File: config.mk
export PLATFORM = sky130hd
export DESIGN_NAME = scanner_link_arbiter
export DESIGN_NICKNAME = d
export VERILOG_FILES = /design/src/rtl/scanner_pkg.sv /design/src/rtl/link_serializer.sv /design/src/rtl/scanner_link_arbiter.sv
export SDC_FILE = /design/constraint.sdc
export NUM_CORES = 1
export LEC_CHECK = 0
export BUFFER_PORTS_ARGS = -buffer_cell sky130_fd_sc_hd__buf_2
export CORE_MARGIN = 2
export CORE_UTILIZATION = 47
export CTS_CLUSTER_SIZE = 10
export DETAILED_ROUTE_END_ITERATION = 8
export PLACE_DENSITY_LB_ADDON = 0.15
export SYNTH_ARGS = -nofsm -noshare
export SYNTH_HDL_FRONTEND = slang
export SYNTH_SLANG_ARGS = --single-unit
export TNS_END_PERCENT = 30
File: constraint.sdc
create_clock -name clk -period 1.77 [get_ports clk]
set_clock_uncertainty 0.2 [all_clocks]
set_input_delay 0.177 -clock clk [delete_from_list [all_inputs] [get_ports clk]]
set_output_delay 0.177 -clock clk [all_outputs]
set_load 0.03 [all_outputs]
File: src/rtl/scanner_pkg.sv
// Shared types and constants for the scanner serial-link arbiter.
package scanner_pkg;

  typedef enum logic [1:0] {
    ST_IDLE = 2'd0,
    ST_CMD  = 2'd1,
    ST_DATA = 2'd2,
    ST_GAP  = 2'd3
  } state_e;

  localparam int FRAME_W_DEF = 8;

  localparam logic [7:0] CMD_READY = 8'd2;
  localparam logic [7:0] CMD_START = 8'd3;
  localparam logic [7:0] CMD_FULL  = 8'd4;
  localparam logic [7:0] CMD_DATA  = 8'd7;

endpackage

File: src/rtl/link_serializer.sv
// Shifts one byte out LSB first, two clk cycles per bit (clock low, then clock high).
module link_serializer
  import scanner_pkg::*;
#(
  parameter int FRAME_W = FRAME_W_DEF
) (
  input  logic               clk,
  input  logic               rst,
  input  logic               load_i,
  input  logic               clear_i,
  input  logic [FRAME_W-1:0] byte_i,
  output logic               sclk_o,
  output logic               sdat_o,
  output logic               last_o
);

  localparam int CNT_W = (FRAME_W > 1) ? $clog2(FRAME_W) : 1;

  logic [FRAME_W-1:0] shift_q;
  logic [CNT_W-1:0]   cnt_q;
  logic               phase_q;
  logic               active_q;
  logic               sclk_q;
  logic               sdat_q;
  logic               cnt_end;

  assign cnt_end = (cnt_q == CNT_W'(FRAME_W - 1));

  always_ff @(posedge clk or posedge rst) begin
    if (rst) begin
      cnt_q    <= '0;
      phase_q  <= 1'b0;
      active_q <= 1'b0;
      sclk_q   <= 1'b0;
      sdat_q   <= 1'b0;
    end else if (load_i) begin
      cnt_q    <= '0;
      phase_q  <= 1'b0;
      active_q <= 1'b1;
      sclk_q   <= 1'b0;
      sdat_q   <= byte_i[0];
    end else if (clear_i) begin
      cnt_q    <= '0;
      phase_q  <= 1'b0;
      active_q <= 1'b0;
      sclk_q   <= 1'b0;
      sdat_q   <= 1'b0;
    end else if (active_q) begin
      if (!phase_q) begin
        phase_q <= 1'b1;
        sclk_q  <= 1'b1;
      end else begin
        phase_q <= 1'b0;
        sclk_q  <= 1'b0;
        sdat_q  <= shift_q[0];
        cnt_q   <= cnt_end ? '0 : cnt_q + 1'b1;
      end
    end
  end

  // Bit 0 goes straight to the output on load, so the register holds the remaining bits.
  always_ff @(posedge clk) begin
    if (load_i) begin
      shift_q <= byte_i >> 1;
    end else if (active_q && phase_q) begin
      shift_q <= shift_q >> 1;
    end
  end

  assign sclk_o = sclk_q;
  assign sdat_o = sdat_q;
  assign last_o = active_q & phase_q & cnt_end;

endmodule

File: src/rtl/scanner_link_arbiter.sv
// Round-robin arbiter granting one of two scanners a shared serial link for a
// command byte, optionally followed by a data byte, then a fixed idle gap.
module scanner_link_arbiter
  import scanner_pkg::*;
#(
  parameter int FRAME_W = FRAME_W_DEF,
  parameter int GAP_CYC = 2
) (
  input  logic               clk,
  input  logic               rst,
  input  logic [1:0]         req,
  input  logic [1:0]         reqIsData,
  input  logic [FRAME_W-1:0] cmd0,
  input  logic [FRAME_W-1:0] cmd1,
  input  logic [FRAME_W-1:0] data0,
  input  logic [FRAME_W-1:0] data1,
  output logic [1:0]         grant,
  output logic [1:0]         done,
  output logic               clkOut,
  output logic               dataOut,
  output logic               busy
);

  localparam int GAP_W = (GAP_CYC > 1) ? $clog2(GAP_CYC) : 1;

  state_e             state_q;
  logic [1:0]         grant_q;
  logic [1:0]         done_q;
  logic               busy_q;
  logic               last_win_q;
  logic               isdata_q;
  logic [GAP_W-1:0]   gap_q;
  logic [FRAME_W-1:0] data_q;

  logic               win;
  logic               ser_load;
  logic               ser_clear;
  logic               ser_last;
  logic [FRAME_W-1:0] ser_byte;

  // Scanner 1 wins when it is the only requester, or on a tie when scanner 0 was served last.
  assign win = req[1] & (~req[0] | ~last_win_q);

  always_comb begin
    ser_load  = 1'b0;
    ser_clear = 1'b0;
    ser_byte  = data_q;
    case (state_q)
      ST_IDLE: begin
        if (|req) begin
          ser_load = 1'b1;
          ser_byte = win ? cmd1 : cmd0;
        end
      end
      ST_CMD: begin
        if (ser_last) begin
          if (isdata_q) ser_load  = 1'b1;
          else          ser_clear = 1'b1;
        end
      end
      ST_DATA: begin
        if (ser_last) ser_clear = 1'b1;
      end
      default: ;
    endcase
  end

  always_ff @(posedge clk or posedge rst) begin
    if (rst) begin
      state_q    <= ST_IDLE;
      grant_q    <= '0;
      done_q     <= '0;
      busy_q     <= 1'b0;
      last_win_q <= 1'b1;
      isdata_q   <= 1'b0;
      gap_q      <= '0;
    end else begin
      done_q <= '0;
      case (state_q)
        ST_IDLE: begin
          if (|req) begin
            state_q    <= ST_CMD;
            grant_q    <= win ? 2'b10 : 2'b01;
            last_win_q <= win;
            isdata_q   <= reqIsData[win];
            busy_q     <= 1'b1;
          end
        end
        ST_CMD: begin
          if (ser_last) begin
            if (isdata_q) begin
              state_q <= ST_DATA;
            end else begin
              state_q <= ST_GAP;
              done_q  <= grant_q;
              grant_q <= '0;
              gap_q   <= '0;
            end
          end
        end
        ST_DATA: begin
          if (ser_last) begin
            state_q <= ST_GAP;
            done_q  <= grant_q;
            grant_q <= '0;
            gap_q   <= '0;
          end
        end
        ST_GAP: begin
          if (gap_q == GAP_W'(GAP_CYC - 1)) begin
            state_q <= ST_IDLE;
            busy_q  <= 1'b0;
          end else begin
            gap_q <= gap_q + 1'b1;
          end
        end
        default: begin
          state_q <= ST_IDLE;
          busy_q  <= 1'b0;
        end
      endcase
    end
  end

  // The data byte is captured with the grant so later input changes cannot leak into the frame.
  always_ff @(posedge clk) begin
    if (state_q == ST_IDLE && (|req)) begin
      data_q <= win ? data1 : data0;
    end
  end

  link_serializer #(
    .FRAME_W(FRAME_W)
  ) u_ser (
    .clk    (clk),
    .rst    (rst),
    .load_i (ser_load),
    .clear_i(ser_clear),
    .byte_i (ser_byte),
    .sclk_o (clkOut),
    .sdat_o (dataOut),
    .last_o (ser_last)
  );

  assign grant = grant_q;
  assign done  = done_q;
  assign busy  = busy_q;

endmodule

* Yosys cells after proc, flatten, opt, wreduce, memory -nomap -nowiden
Index checks and enable logic that the tools add are counted.
Storage, ports and cells: register bits 31, input port bits 38, output and inout bits 7, logic and storage cells 103
Cells by class: $add $sub $neg 2, order comparisons 1, equal/unequal tests 9, mux-type cells 55, bitwise operators 6, reduce and logical (&&, ||, !) cells 17
Operators by type and width (count):
- 8-bit two-way mux | 4
- 1-bit two-way mux | 25
- 2-bit two-way mux | 12
- 3-bit two-way mux | 5
- 7-bit two-way mux | 2
- 3-bit nonzero test | 4
- 2-bit inequality test, second input constant | 5
- 2-bit case mux with 4 select lines | 1
- 4-bit AND reduction | 2
- 1-bit case mux with 2 select lines | 3
- 2-bit case mux with 3 select lines | 1
- 2-bit nonzero test | 3
- 5-bit AND reduction | 1
- 2-bit equality test, second input constant | 2
- 2-bit case mux with 2 select lines | 1
- 2-bit AND reduction | 2
- 3-bit by 1-bit adder with 3-bit output, second input constant | 1
- 1-bit AND | 3
- 3-bit equality test, second input constant | 1
- 1-bit case mux with 3 select lines | 1
- 3-bit AND reduction | 1
- 2-bit by 1-bit equality test with 1-bit output, second input constant | 1
- 1-bit logical AND | 2
- 2-bit logical NOT | 1
- 5 further kinds | 6

* Longest topological paths before layout
depth in word-level cells 7, depth in mapped cells 8, depth with buffers taken out 6

* Cells and area by module
Synthesis repeated with hierarchy kept, for this count alone.
Second synthesis, totals: cells, all modules 142, area total of the unflattened synthesis 1742.9 sq um
Modules (own cells, without submodules):
- scanner_link_arbiter | instances 1, cells each 100, area an instance 1126.1 sq um, seq. area each 491.7 sq um
- link_serializer | instances 1, cells each 42, area an instance 616.8 sq um, seq. area each 360.3 sq um

* Least setup slack after synthesis
No wires, ideal clock.
path type reg2reg, from register u_ser.cnt_q[0], to register grant_q[0], in the netlist grant[0], setup time 125 ps, data arrival time 1625 ps, data required time 1445 ps, setup slack -180 ps, stages on the path, launching flop included 8, path buffers 1, clock period less this slack 1950 ps, cell sequence dfrtp_1 ha_1 ha_1 and3_1 buf_6 a21oi_2 nand3b_4 mux2_4
On the way: cells in the longest elaborated chain, start to end 4, elaborated cells on any way between the ends 5, those cells by class eq/ne (3); bitwise (1); reduce/logical (1)
RTL lines:
- start: declaration | line link_serializer.sv:20 | logic [CNT_W-1:0] cnt_q;
- start signal: assignment | line link_serializer.sv:56 | cnt_q <= cnt_end ? '0 : cnt_q + 1'b1;
- 3-bit equality test (*) | line link_serializer.sv:27 | assign cnt_end = (cnt_q == CNT_W'(FRAME_W - 1));
- 1-bit AND (*) | line link_serializer.sv:72 | assign last_o = active_q & phase_q & cnt_end;
- 2-bit inequality test (no source line)
- 5-bit AND reduction (no source line) (*)
- end signal: assignment | line scanner_link_arbiter.sv:83 | grant_q <= win ? 2'b10 : 2'b01;
- end: declaration | line scanner_link_arbiter.sv:27 | logic [1:0] grant_q;
Every way passes the cells marked *; elsewhere a longest branch is shown, timed or not. A chain may end at the register's enable or synchronous reset.

* Worst setup path after layout
from register u_ser.cnt_q[0], to register u_ser.shift_q[0], data pin
On the way: cells in the longest elaborated chain, start to end 5
RTL lines:
- 3-bit equality test | line link_serializer.sv:27
- 1-bit AND | line link_serializer.sv:72
- 1-bit two-way mux | line scanner_link_arbiter.sv:56 | if (ser_last) begin
- 1-bit case mux with 2 select lines | line scanner_link_arbiter.sv:48 | case (state_q)
- 7-bit two-way mux | line link_serializer.sv:63 | if (load_i) begin
- end signal: assignment | line link_serializer.sv:64 | shift_q <= byte_i >> 1;
- end signal: assignment | line link_serializer.sv:66 | shift_q <= shift_q >> 1;
- end: declaration | line link_serializer.sv:19 | logic [FRAME_W-1:0] shift_q;
No other way between the ends.

==> qor.yml <==
synth:
  ys_seq_elements: 31
  ys_types: 38
  synthTopCellsByCount: "dfrtp_1, edfxtp_1, a21oi_1"
  synthMuxAreaShare: 0.131
  ys_seq_area_frac: 0.511
  synth-edff-count: 15
  syn_nets: 184
  synthTopCellsByArea: "edfxtp_1, dfrtp_1, mux2_2"
  synth_top_family_by_area: "compound AO/OA/AOI/OAI gates"
  synthAdderAreaFrac: 0.0450
  syn_area_um2: 1670
  syn_inst: 140
  synth_top_cell_area_share: 0.270
  yosysTopAreaCell: "edfxtp_1"
  yosys_most_used_dff: "edfxtp_1"
  syn_area_per_cell_um2: 11.9
  synthSimpleGateAreaFrac: 0.123
  ys_async_sr_fraction: 0.516
  yosysWarnings: 0
  synth_xor_area_frac: 0.00526
  synth_compound_area_frac: 0.141
cts:
  clockBufferDepth: 2
  cts_buffers: 5
  insertion_delay_ns: 0.33
  cts_tree: "built"
  clk_pin_slew_ns: 0.10
  clock_sinks: 31
  cts_root_buf: "clkbuf_4"
  htree_levels: 2
timing:
  relSlewSlack: 0.565
  finalCritPeriodShare: 1.04
  tns_ns: -0.480
  finalWorstSetupSlack_ns: -0.0726
  finalHoldViolations: 0
  holdWs_ns: 0.000420
  finalSetupViolCount: 10
  rsz0062_at_grt: "yes"
  fmax_mhz: 543
  finalCriticalPeriod_ns: 1.84
  slew_violations: 0
  tightest_slew_ns: 0.652
power:
  peakVddDrop_mv: 0.959
  p_leak_nw: 1.15
  p_total_mw: 3.76
  power_density_nw_per_um2: 1480
setup_path:
  crit_family: "flip-flops"
  crit_buf_inv: 0
  arrival_ns: 1.73
  critPathCaptureType: "flip-flop"
  critical_path.max_stage_delay_ns: 0.39
  cp_slowest_cell: "dfrtp_1"
  r2r_slack_ns: -0.07
  path_class: "flip-flop to flip-flop"
  critPathRequiredTime_ns: 1.65
  crit_fanout: 7
  cp_cell_sequence: "ha_2 -> ha_4 -> and3_4 -> nand3_4 -> mux2i_1 -> a21oi_1"
  setup.worst_path.start_class: "flip-flop"
global_routing:
  grtUsageTotal: 0.212
  grt_pass1_wl_mm: 6.49
  grt_pass1_vias: 1436
  grt_max_degree: 26
  antenna_found_initial: 0
  grt_overflow_total: 0
drt:
  wl_per_cell_um: 13.8
  drc: 0
  dr.first_iter.drc_count: 45
  via_count: 1416
  wl_mm: 3.93
  via_per_inst: 4.97
  ant_nets: 0
  firstDrtPassIters: 4
floorplanning:
  io_pins: 45
  die_x_um: 63.5
  core.rowCount: 21
  die_y_um: 63.5
  initial_utilization: 0.496
  core_um2: 3360
  die_area_um2: 4040
layout:
  fin_cells: 285
  synthToLayoutAreaGrowth_pct: 52.8
  n_fill_cell: 243
  diodes: 0
  nets: 282
  fin_util: 0.757
  drive_gt1_frac: 0.452
status:
  status: "complete, but fails checks"
  violations: "setup timing"
placed_design:
  dp_cells: 245
  portBuffers: 44
  hpwl_mm: 2.56
  place_congestion: 0.888
hold_path:
  hold_class: "input pin to flip-flop"
flow_run:
  drv_cap: 0
## what timing repair did
| action | in CTS | in global routing |
|---|---|---|
| setup endpoints to repair | 13 | 23 |
| endpoints found under the hold margin | 30 | 0 |
| buffers inserted | 4 | 2 |
| gates resized for setup | 14 | 7 |
| pin swaps | 13 | 3 |
| cloned | 0 | 0 |
| hold buffers | 26 | 0 |
## cell type report
class                           instances  area (µm²)  area share
Clock buffer                            6        41.3      0.0162
Timing Repair Buffer                   97         703       0.276
Clock inverter                          2        7.51     0.00295
Inverter                                8        30.0      0.0118
Tap cell                               46        57.6      0.0226
Multi-Input combinational cell         95         855       0.336
Sequential cell                        31         852       0.335
## flip-flops by register name (all words and copies together) (netlist names), 2 cells and up
| name | flops |
|---|---|
| u_ser.shift_q | 7 |
| grant | 2 |
| state_q | 2 |
| done | 2 |
| data_q | 8 |
| u_ser.cnt_q | 3 |
## cell families (layout without fill, tap and decap cells)
kind of cell,count (synthesis),after routing
adder cells (fa/ha/maj),6,6
AND/OR/NAND/NOR,35,35
multiplexers,20,20
buffers and inverters,14,113
AO/OA/AOI/OAI,33,33
flip-flops,31,31
XOR/XNOR,1,1
## placed cells by master, fill, tap and decap left out, drive strengths merged, types with 7 or more instances in the layout
| cell | count |
|---|---|
| a211oi | 7 |
| a21oi | 11 |
| buf | 71 |
| dfrtp | 15 |
| dlygate4sd3 | 26 |
| edfxtp | 15 |
| inv | 8 |
| mux2 | 11 |
| mux2i | 9 |
| nand2 | 7 |
| nor2 | 9 |
| nor2b | 8 |
## worst paths after layout
kind,end,depth (start not counted),start
max in group asynchronous,isdata_q,3,rst
max,u_ser.shift_q[0],6,u_ser.cnt_q[0]
min,u_ser.shift_q[6],3,cmd0[7]
max reg2reg,u_ser.shift_q[0],6,u_ser.cnt_q[0]
min in group asynchronous,u_ser.sdat_o,3,rst
min reg2reg,done[1],2,grant[1]
## worst register-to-register path: stages, from the launching register on
cell     delay, ns
dfrtp_1       0.39
ha_2          0.20
ha_4          0.16
and3_4        0.18
nand3_4       0.17
mux2i_1       0.22
a21oi_1       0.08
## power by group
| part | switching [mW] | internal [mW] | total, mW |
|---|---|---|---|
| sequential | 0.169 | 1.12 | 1.29 |
| clock | 0.235 | 0.147 | 0.381 |
| combinational | 1.02 | 1.07 | 2.09 |
| total | 1.42 | 2.34 | 3.76 |
## through the flow
stage / setup slack, ns / area, µm²
4_1_cts: -0.0607 / 2510
2_1_floorplan: -0.122 / 1700
6_report: -0.0726 / 2550
3_3_place_gp: -0.0667 / 2100
3_5_place_dp: -0.141 / 2100
5_1_grt: -0.124 / 2550
## layer usage
layer  share of wire  vias up  GRT usage
met2            0.51       33      0.375
met4           0.018        0     0.0815
met5               0        -          0
met3           0.038        8     0.0446
li1                -      710          -
met1            0.44      665      0.251
(Power assumes the default switching activity.)
